**src/rtl/dac_pkg.sv**
```systemverilog
// Shared types and constants for the SPI DAC serializer.
package dac_pkg;

    typedef enum logic [2:0] {
        StIdle,
        StSetup,
        StShift,
        StHold,
        StGap
    } state_e;

    // Command prefixes: write and update the addressed DAC channel.
    localparam logic [7:0] CmdDacA = 8'h30;
    localparam logic [7:0] CmdDacB = 8'h31;

    function automatic int unsigned frame_w(input int unsigned cmd_w, input int unsigned data_w);
        return cmd_w + data_w;
    endfunction

endpackage

```
**src/rtl/spi_half_tick.sv**
```systemverilog
// Half-period timer for SCLK: ticks every HALF_DIV cycles while enabled,
// restarted by the FSM whenever it changes state.
module spi_half_tick #(
    parameter int unsigned HALF_DIV = 4
) (
    input  logic clk,
    input  logic reset_n,
    input  logic en,
    input  logic restart,
    output logic tick
);

    localparam int unsigned CNT_W = (HALF_DIV > 1) ? $clog2(HALF_DIV) : 1;

    logic [CNT_W-1:0] cnt_q, cnt_d;

    assign tick = en && (cnt_q == CNT_W'(HALF_DIV - 1));

    always_comb begin
        cnt_d = cnt_q;
        if (restart) begin
            cnt_d = '0;
        end else if (en) begin
            cnt_d = tick ? '0 : cnt_q + 1'b1;
        end
    end

    always_ff @(posedge clk or negedge reset_n) begin
        if (!reset_n) begin
            cnt_q <= '0;
        end else begin
            cnt_q <= cnt_d;
        end
    end

endmodule

```
**src/rtl/dac_spi_serializer.sv**
```systemverilog
// Ships each compute-stage sample to an SPI DAC as {CMD_WORD, sample}, MSB first, mode 0,
// with a one-deep holding register and a saturating overrun counter.
module dac_spi_serializer
    import dac_pkg::*;
#(
    parameter int unsigned      DATA_W      = 16,
    parameter int unsigned      CMD_W       = 8,
    parameter logic [CMD_W-1:0] CMD_WORD    = CmdDacA,
    parameter int unsigned      HALF_DIV    = 4,
    parameter int unsigned      MIN_CS_HIGH = 4,
    parameter bit               OFFSET_BIN  = 1'b0
) (
    input  logic              clk,
    input  logic              reset_n,
    input  logic [DATA_W-1:0] sample,
    input  logic              sample_valid,
    input  logic              enable,
    input  logic              clear_overrun,
    output logic              dac_cs_n,
    output logic              dac_sclk,
    output logic              dac_mosi,
    output logic              busy,
    output logic              frame_done,
    output logic [15:0]       overrun_cnt
);

    localparam int unsigned FRAME_W = frame_w(CMD_W, DATA_W);
    localparam int unsigned CNT_MAX = (FRAME_W > MIN_CS_HIGH) ? FRAME_W : MIN_CS_HIGH;
    localparam int unsigned CNT_W   = $clog2(CNT_MAX + 1);

    state_e              state_q, state_d;
    logic [DATA_W-1:0]   hold_q, hold_d;
    logic                hold_full_q, hold_full_d;
    logic [FRAME_W-1:0]  shift_q, shift_d;
    logic [CNT_W-1:0]    bit_cnt_q, bit_cnt_d;
    logic                cs_n_q, cs_n_d;
    logic                sclk_q, sclk_d;
    logic                mosi_q, mosi_d;
    logic                busy_q, busy_d;
    logic                frame_done_q, frame_done_d;
    logic [15:0]         overrun_cnt_q, overrun_cnt_d;

    logic [DATA_W-1:0]   load_sample;
    logic [FRAME_W-1:0]  load_frame;
    logic                drain, write, overrun;
    logic                tick, tick_en, restart;

    // Offset-binary conversion happens on the way into the shifter, so hold keeps the raw sample.
    always_comb begin
        load_sample = hold_q;
        if (OFFSET_BIN) begin
            load_sample[DATA_W-1] = ~hold_q[DATA_W-1];
        end
    end

    assign load_frame = {CMD_WORD, load_sample};
    assign tick_en    = (state_q != StIdle);
    assign restart    = (state_d != state_q);

    spi_half_tick #(
        .HALF_DIV (HALF_DIV)
    ) u_half_tick (
        .clk     (clk),
        .reset_n (reset_n),
        .en      (tick_en),
        .restart (restart),
        .tick    (tick)
    );

    always_comb begin
        state_d       = state_q;
        hold_d        = hold_q;
        hold_full_d   = hold_full_q;
        shift_d       = shift_q;
        bit_cnt_d     = bit_cnt_q;
        cs_n_d        = cs_n_q;
        sclk_d        = sclk_q;
        mosi_d        = mosi_q;
        frame_done_d  = 1'b0;
        overrun_cnt_d = overrun_cnt_q;
        drain         = 1'b0;

        case (state_q)
            StIdle: begin
                if (hold_full_q) begin
                    drain       = 1'b1;
                    hold_full_d = 1'b0;
                    state_d     = StSetup;
                    shift_d     = load_frame;
                    mosi_d      = load_frame[FRAME_W-1];
                    cs_n_d      = 1'b0;
                    bit_cnt_d   = '0;
                end
            end
            StSetup: begin
                if (tick) state_d = StShift;
            end
            StShift: begin
                if (tick) begin
                    if (!sclk_q) begin
                        sclk_d = 1'b1;
                    end else begin
                        sclk_d = 1'b0;
                        if (bit_cnt_q == CNT_W'(FRAME_W - 1)) begin
                            state_d = StHold;
                        end else begin
                            shift_d   = {shift_q[FRAME_W-2:0], 1'b0};
                            mosi_d    = shift_q[FRAME_W-2];
                            bit_cnt_d = bit_cnt_q + 1'b1;
                        end
                    end
                end
            end
            StHold: begin
                if (tick) begin
                    state_d      = StGap;
                    cs_n_d       = 1'b1;
                    frame_done_d = 1'b1;
                    mosi_d       = 1'b0;
                    bit_cnt_d    = '0;
                end
            end
            StGap: begin
                if (bit_cnt_q == CNT_W'(MIN_CS_HIGH - 1)) begin
                    state_d = StIdle;
                end else begin
                    bit_cnt_d = bit_cnt_q + 1'b1;
                end
            end
            default: state_d = StIdle;
        endcase

        // A write in the drain cycle refills hold behind the outgoing sample; not an overrun.
        write   = sample_valid && enable;
        overrun = write && hold_full_q && !drain;
        if (write) begin
            hold_d      = sample;
            hold_full_d = 1'b1;
        end

        if (clear_overrun) begin
            overrun_cnt_d = overrun ? 16'd1 : 16'd0;
        end else if (overrun && (overrun_cnt_q != 16'hFFFF)) begin
            overrun_cnt_d = overrun_cnt_q + 16'd1;
        end

        busy_d = (state_d != StIdle) || hold_full_d;
    end

    always_ff @(posedge clk or negedge reset_n) begin
        if (!reset_n) begin
            state_q       <= StIdle;
            hold_q        <= '0;
            hold_full_q   <= 1'b0;
            shift_q       <= '0;
            bit_cnt_q     <= '0;
            cs_n_q        <= 1'b1;
            sclk_q        <= 1'b0;
            mosi_q        <= 1'b0;
            busy_q        <= 1'b0;
            frame_done_q  <= 1'b0;
            overrun_cnt_q <= '0;
        end else begin
            state_q       <= state_d;
            hold_q        <= hold_d;
            hold_full_q   <= hold_full_d;
            shift_q       <= shift_d;
            bit_cnt_q     <= bit_cnt_d;
            cs_n_q        <= cs_n_d;
            sclk_q        <= sclk_d;
            mosi_q        <= mosi_d;
            busy_q        <= busy_d;
            frame_done_q  <= frame_done_d;
            overrun_cnt_q <= overrun_cnt_d;
        end
    end

    assign dac_cs_n    = cs_n_q;
    assign dac_sclk    = sclk_q;
    assign dac_mosi    = mosi_q;
    assign busy        = busy_q;
    assign frame_done  = frame_done_q;
    assign overrun_cnt = overrun_cnt_q;

endmodule

```
**config.mk**
```make
export PLATFORM = sky130hd
export DESIGN_NAME = dac_spi_serializer
export DESIGN_NICKNAME = d
export VERILOG_FILES = /design/src/rtl/dac_pkg.sv /design/src/rtl/spi_half_tick.sv /design/src/rtl/dac_spi_serializer.sv
export SDC_FILE = /design/constraint.sdc
export NUM_CORES = 1
export LEC_CHECK = 0
export ABC_AREA = 1
export BUFFER_PORTS_ARGS = -buffer_cell sky130_fd_sc_hd__buf_2
export CORE_MARGIN = 4
export CORE_UTILIZATION = 35
export DETAILED_ROUTE_END_ITERATION = 6
export PLACE_DENSITY_LB_ADDON = 0.12
export SLEW_MARGIN = 20
export SYNTH_ARGS = -nofsm -noshare
export SYNTH_HDL_FRONTEND = slang
export SYNTH_SLANG_ARGS = --single-unit
export TNS_END_PERCENT = 5
```
**constraint.sdc**
```tcl
create_clock -name clk -period 1.46 [get_ports clk]
set_input_delay 0.365 -clock clk [delete_from_list [all_inputs] [get_ports clk]]
set_output_delay 0.365 -clock clk [all_outputs]
set_load 0.02 [all_outputs]
```
# Word level (Yosys, flattened, before mapping)
# Cells that the tools add are included.
[op_classes]
add_sub_neg = 3
n_mul = 0
div_mod_pow = 0
order_cmp = 0
eq_ne = 15
shift = 0
n_mux = 41
bitwise_logic = 0
reduce_logical = 21
[ops]
columns = ["op", "n"]
rows = [
  ["$mux 23", 4],
  ["$pmux 23 s2", 1],
  ["$mux 16", 2],
  ["$mux 5", 6],
  ["$mux 3", 7],
  ["$pmux 5 s4", 1],
  ["$add 16x1->16 const B", 1],
  ["$ne 16x16->1 const B", 1],
  ["$pmux 3 s5", 1],
  ["$mux 1", 14],
  ["$reduce_bool 3->1", 3],
  ["$ne 2x2->1 const B", 4],
  ["$reduce_bool 2->1", 4],
  ["$reduce_and 7->1", 1],
  ["$eq 3x2->1 const B", 2],
  ["$mux 2", 3],
  ["$reduce_and 6->1", 1],
  ["$add 5x1->5 const B", 1],
  ["$eq 5x2->1 const B", 1],
  ["$eq 5x5->1 const B", 1],
  ["$logic_and 1x1->1", 5],
  ["$reduce_and 5->1", 1],
  ["$ne 2x1->1 const B", 2],
  ["$reduce_bool 4->1", 1],
  ["other kinds (12)", 12],
]
[totals]
register_bits = 71
latchBits = 0
ramBits = 0
romBits = 0
n_memories = 0

# Logic depth before layout (Yosys ltp)
[depth]
word_depth = 7
ltp_mapped = 11
ltp_nobuf = 10

# Modules after synthesis
# A second synthesis with hierarchy kept.
[hier_totals]
hier_cells = 470
area_unflattened_um2 = 3729.8
[modules_own_cells]
columns = ["module", "instances", "cells_per_inst", "area_per_inst_um2", "seq_area_each_um2"]
rows = [
  ["dac_spi_serializer", 1, 454, 3612.2, 1727.9],
  ["spi_half_tick", 1, 16, 117.6, 50.0],
]

# Worst setup path after synthesis
# No wires, ideal clock.
[synth_path]
path_type = "register to register"
start = "reg overrun_cnt_q[1] (netlist: overrun_cnt[1])"
end = "reg overrun_cnt_q[12] (netlist: overrun_cnt[12])"
arrival_time_ns = 1.594
required_time_ns = 1.395
slack_ns = -0.200
stages_incl_launch_ff = 11
path_buffers = 1
path_cell_list = "dfrtp_1 > ha_1 > nand3_1 > inv_1 > nand2_1 > nor2_4 > nor2_4 > nor2_4 > buf_6 > nand2_1 > nand2_1"
[synth_via]
elab_chain_len = 3
word_cells_on_any_way = 6
cone_classes = "add/sub: 1; eq/ne: 1; mux: 2; reduce/logical: 2"
[synth_lines]
columns = ["item", "line", "source"]
rows = [
  ["start: declaration", "dac_spi_serializer.sv:41", "logic [15:0] overrun_cnt_q, overrun_cnt_d;"],
  ["start signal: assignment", "dac_spi_serializer.sv:174", "overrun_cnt_q <= overrun_cnt_d;"],
  ["$add 16x1->16 or $ne 16x16->1 (tied branches)", "dac_spi_serializer.sv:144, dac_spi_serializer.sv:143", ""],
  ["$mux 16 or $logic_and 1x1->1 (tied branches)", "dac_spi_serializer.sv:143", "end else if (overrun && (overrun_cnt_q != 16'hFFFF)) begin"],
  ["$mux 16 or $reduce_bool 2->1 (tied branches)", "-", ""],
]
# Several ways; a longest one is shown, not always the timed one. The select of a mux whose other input is x is not followed.
# A chain may end at the register's enable or synchronous reset.

# Worst setup path after layout
[layout_path]
start = "reg bit_cnt_q[0]"
end = "reg shift_q[17]"
[layout_via]
elab_chain_len = 3
[layout_lines]
columns = ["item", "line", "source"]
rows = [
  ["start: declaration", "dac_spi_serializer.sv:35", "logic [CNT_W-1:0] bit_cnt_q, bit_cnt_d;"],
  ["start signal: assignment", "dac_spi_serializer.sv:168", "bit_cnt_q <= bit_cnt_d;"],
  ["$eq 5x5->1", "dac_spi_serializer.sv:104", "if (bit_cnt_q == CNT_W'(FRAME_W - 1)) begin"],
  ["$ne 2x2->1 (no line)", "-", ""],
  ["$reduce_and 5->1 (no line)", "-", ""],
  ["end signal: assignment", "dac_spi_serializer.sv:167", "shift_q <= shift_d;"],
  ["end: declaration", "dac_spi_serializer.sv:34", "logic [FRAME_W-1:0] shift_q, shift_d;"],
]
# Every way passes these cells.

==> results.json <==
{
  "status": "finished with violations",
  "violations": "setup timing",
  "grt_pass1_vias": 3081,
  "slowest_stage": "dfrtp_1",
  "hpwl_um": 5810,
  "setup_ws_ns": -0.0230,
  "die_h_um": 110,
  "rsz0062_at_grt": "true",
  "grt_overflow": 0,
  "worstMarginPinSlew_ns": 0.391,
  "start_kind": "flip-flop",
  "multi_input_area_um2": 1800,
  "fin_area_um2": 4780,
  "rows": 36,
  "pre_cts_ws_ns": -0.144,
  "fillCellCount": 1017,
  "ys_types": 31,
  "synth.top_cell.area_share": 0.482,
  "final_hold_viol_count": 0,
  "maxCapViolCount": 0,
  "crit_required_ns": 1.70,
  "grt.total_usage": 0.151,
  "cts.clk_slew.worst_paths_ns": 0.08,
  "setup_viol_count_final": 17,
  "mostFrequentLayoutCell": "nand2_1",
  "numCtsBuffers": 9,
  "regArea_um2": 1790,
  "finalCriticalPeriod_ns": 1.48,
  "period_share": 1.02,
  "pin_count": 42,
  "crit_type": "flip-flop to flip-flop",
  "clockBufferDepth": 2,
  "syn_inst": 486,
  "instances_no_fill": 721,
  "fmax_ghz": 0.674,
  "hold_class": "input pin to async pin",
  "holdBufCountCts": 0,
  "ir_drop_uv": 429,
  "drt-total-wl_um": 8450,
  "drv_slew": 0,
  "drive_gt1_frac": 0.296,
  "cts_tree": "done",
  "vias": 3270,
  "synth_warnings": 0,
  "num-nets-final": 607,
  "coreArea_um2": 9950,
  "diodes": 0,
  "grt_max_degree": 72,
  "design.die.area_um2": 12100,
  "finClkSkew_ns": 0.00925,
  "syn_area_um2": 3640,
  "drcViolationCount": 0,
  "cts-root-buf": "clkbuf_8",
  "place_area_um2": 4380,
  "arrival_ns": 1.72,
  "seq_area_frac_synth": 0.489,
  "endpoint_kind": "flip-flop",
  "p_per_area_nw_per_um2": 804,
  "path_delay_family": "simple AND/OR/NAND/NOR gates",
  "antenna_found_initial": 0,
  "cp_max_fo": 20,
  "drt_first_pass_iters": 4,
  "yosys.area.top_type": "dfrtp_1",
  "slew_headroom": 0.739,
  "layout_common_cells": "nand2_1, dfrtp_1, buf_4",
  "htree_num_levels": 3,
  "syn_to_final_growth_pct": 31.6,
  "crit_buf_inv": 2,
  "numPortBuffers": 41,
  "crit_chain": "ha_2 -> nand2_2 -> inv_2 -> nand2_2 -> nor2_4 -> nor2_4 -> nand3_4 -> buf_12 -> nand2_1 -> o21ai_2",
  "avgSynthCellArea_um2": 7.48,
  "wl_per_cell_um": 11.7,
  "ys_ff_latch": 71,
  "synth_nets": 510,
  "fp.dieW_um": 110,
  "slowest_delay_ns": 0.39,
  "start_util": 0.365,
  "p_leak_nw": 2.51,
  "hold_ws_ns": 0.0350,
  "dp.cells": 699,
  "globalplace.congestion": 0.777,
  "grt_pass1_wl_um": 14300,
  "cts.sinks": 71,
  "ant_nets": 0,
  "clock_latency_ns": 0.34,
  "synth_area_leaders": "dfrtp_1, nand2_1, nor2_1, nand3_1, inv_1",
  "vias_per_cell": 4.54,
  "dr.first_iter.drc_count": 113
}
## repair_timing
item,in CTS,in global routing
endpoints found under the setup margin,31,61
gates cloned,1,0
resized for setup,12,46
pin swaps,1,4
buffers inserted,0,5
## final cells by class
type,count,share of cell area
clock buffer,11,0.0316
timing repair buffer,98,0.153
clock inverter,5,0.00680
sequential,71,0.375
multi-input combinational,377,0.377
tap,133,0.0348
inverter,26,0.0214
## layer usage
metal	share of wire	GRT usage	vias to the layer above	wire, µm
met4	0.011	0.0508	0	95
met3	0.033	0.0341	9	276
met2	0.45	0.240	46	3840
li1	-	-	1715	-
met1	0.50	0.201	1500	4240
met5	0	0	-	0
## cell families after synthesis
group | Yosys count | share of synthesized area
adders and majority gates | 3 | 0.0103
buffers and inverters | 39 | 0.0506
DFF | 71 | 0.489
and+or+nand+nor | 336 | 0.383
AOI/OAI and AO/OA | 29 | 0.0482
xor gates and xnor gates | 8 | 0.0193
## sequential cells by signal (all words and copies together), names as in the netlist
| name | flops |
|---|---|
| shift_q | 23 |
| hold_q | 16 |
| overrun_cnt | 16 |
| bit_cnt_q | 5 |
| state_q | 3 |
| u_half_tick.cnt_q | 2 |
| busy | 1 |
| dac_cs_n | 1 |
| dac_mosi | 1 |
| dac_sclk | 1 |
| frame_done | 1 |
| hold_full_q | 1 |
## stage by stage
stage | utilization | total power, mW | TNS [ns]
after detailed placement | 0.440 | 2.40 | -2.26
after global placement | 0.440 | 2.40 | -0.856
final | 0.481 | 3.85 | -0.200
after global routing | 0.481 | 4.05 | -3.22
after floorplan | - | 2.26 | -0.398
after CTS | 0.463 | 3.90 | -1.33
## path summary, 6_finish.rpt
kind	startpoint	to	slack (ns)	depth (start not counted)
setup / recovery	bit_cnt_q[0]	shift_q[17]	-0.02	10
hold / removal	reset_n	overrun_cnt[13]	0.04	2
setup reg to reg	bit_cnt_q[0]	shift_q[17]	-0.02	10
hold reg to reg	dac_cs_n	dac_cs_n	0.46	2
max in group asynchronous	reset_n	overrun_cnt[8]	1.09	2
min in group clk	sample[7]	hold_q[7]	0.21	3
## synthesized netlist by cell type
cell and n:
and2_1 1, buf_1 1, ha_1 3, nand3_1 19, dfrtp_1 70, buf_2 4
clkinv_1 1, inv_4 1, nand3_4 1, nand2_2 1, nand2_1 252, nor2_4 4
clkbuf_1 3, nor2_1 39, o21ai_0 14, or2_2 2, nor2_2 1, buf_4 2
inv_1 21, o21bai_1 3, xnor2_1 1, nand4_1 12, o21ai_2 6, buf_6 3
inv_2 3, xor2_1 7, nor3_1 1, dfstp_2 1, o21ai_1 3, a21oi_1 3
nand3_2 3
## where the power goes
group | internal, mW | switching, mW
Sequential | 2.04 | 0.0446
Clock | 0.704 | 0.774
Combinational | 0.115 | 0.164
Total | 2.86 | 0.984
No activity file was read; power rests on OpenSTA's default activity.
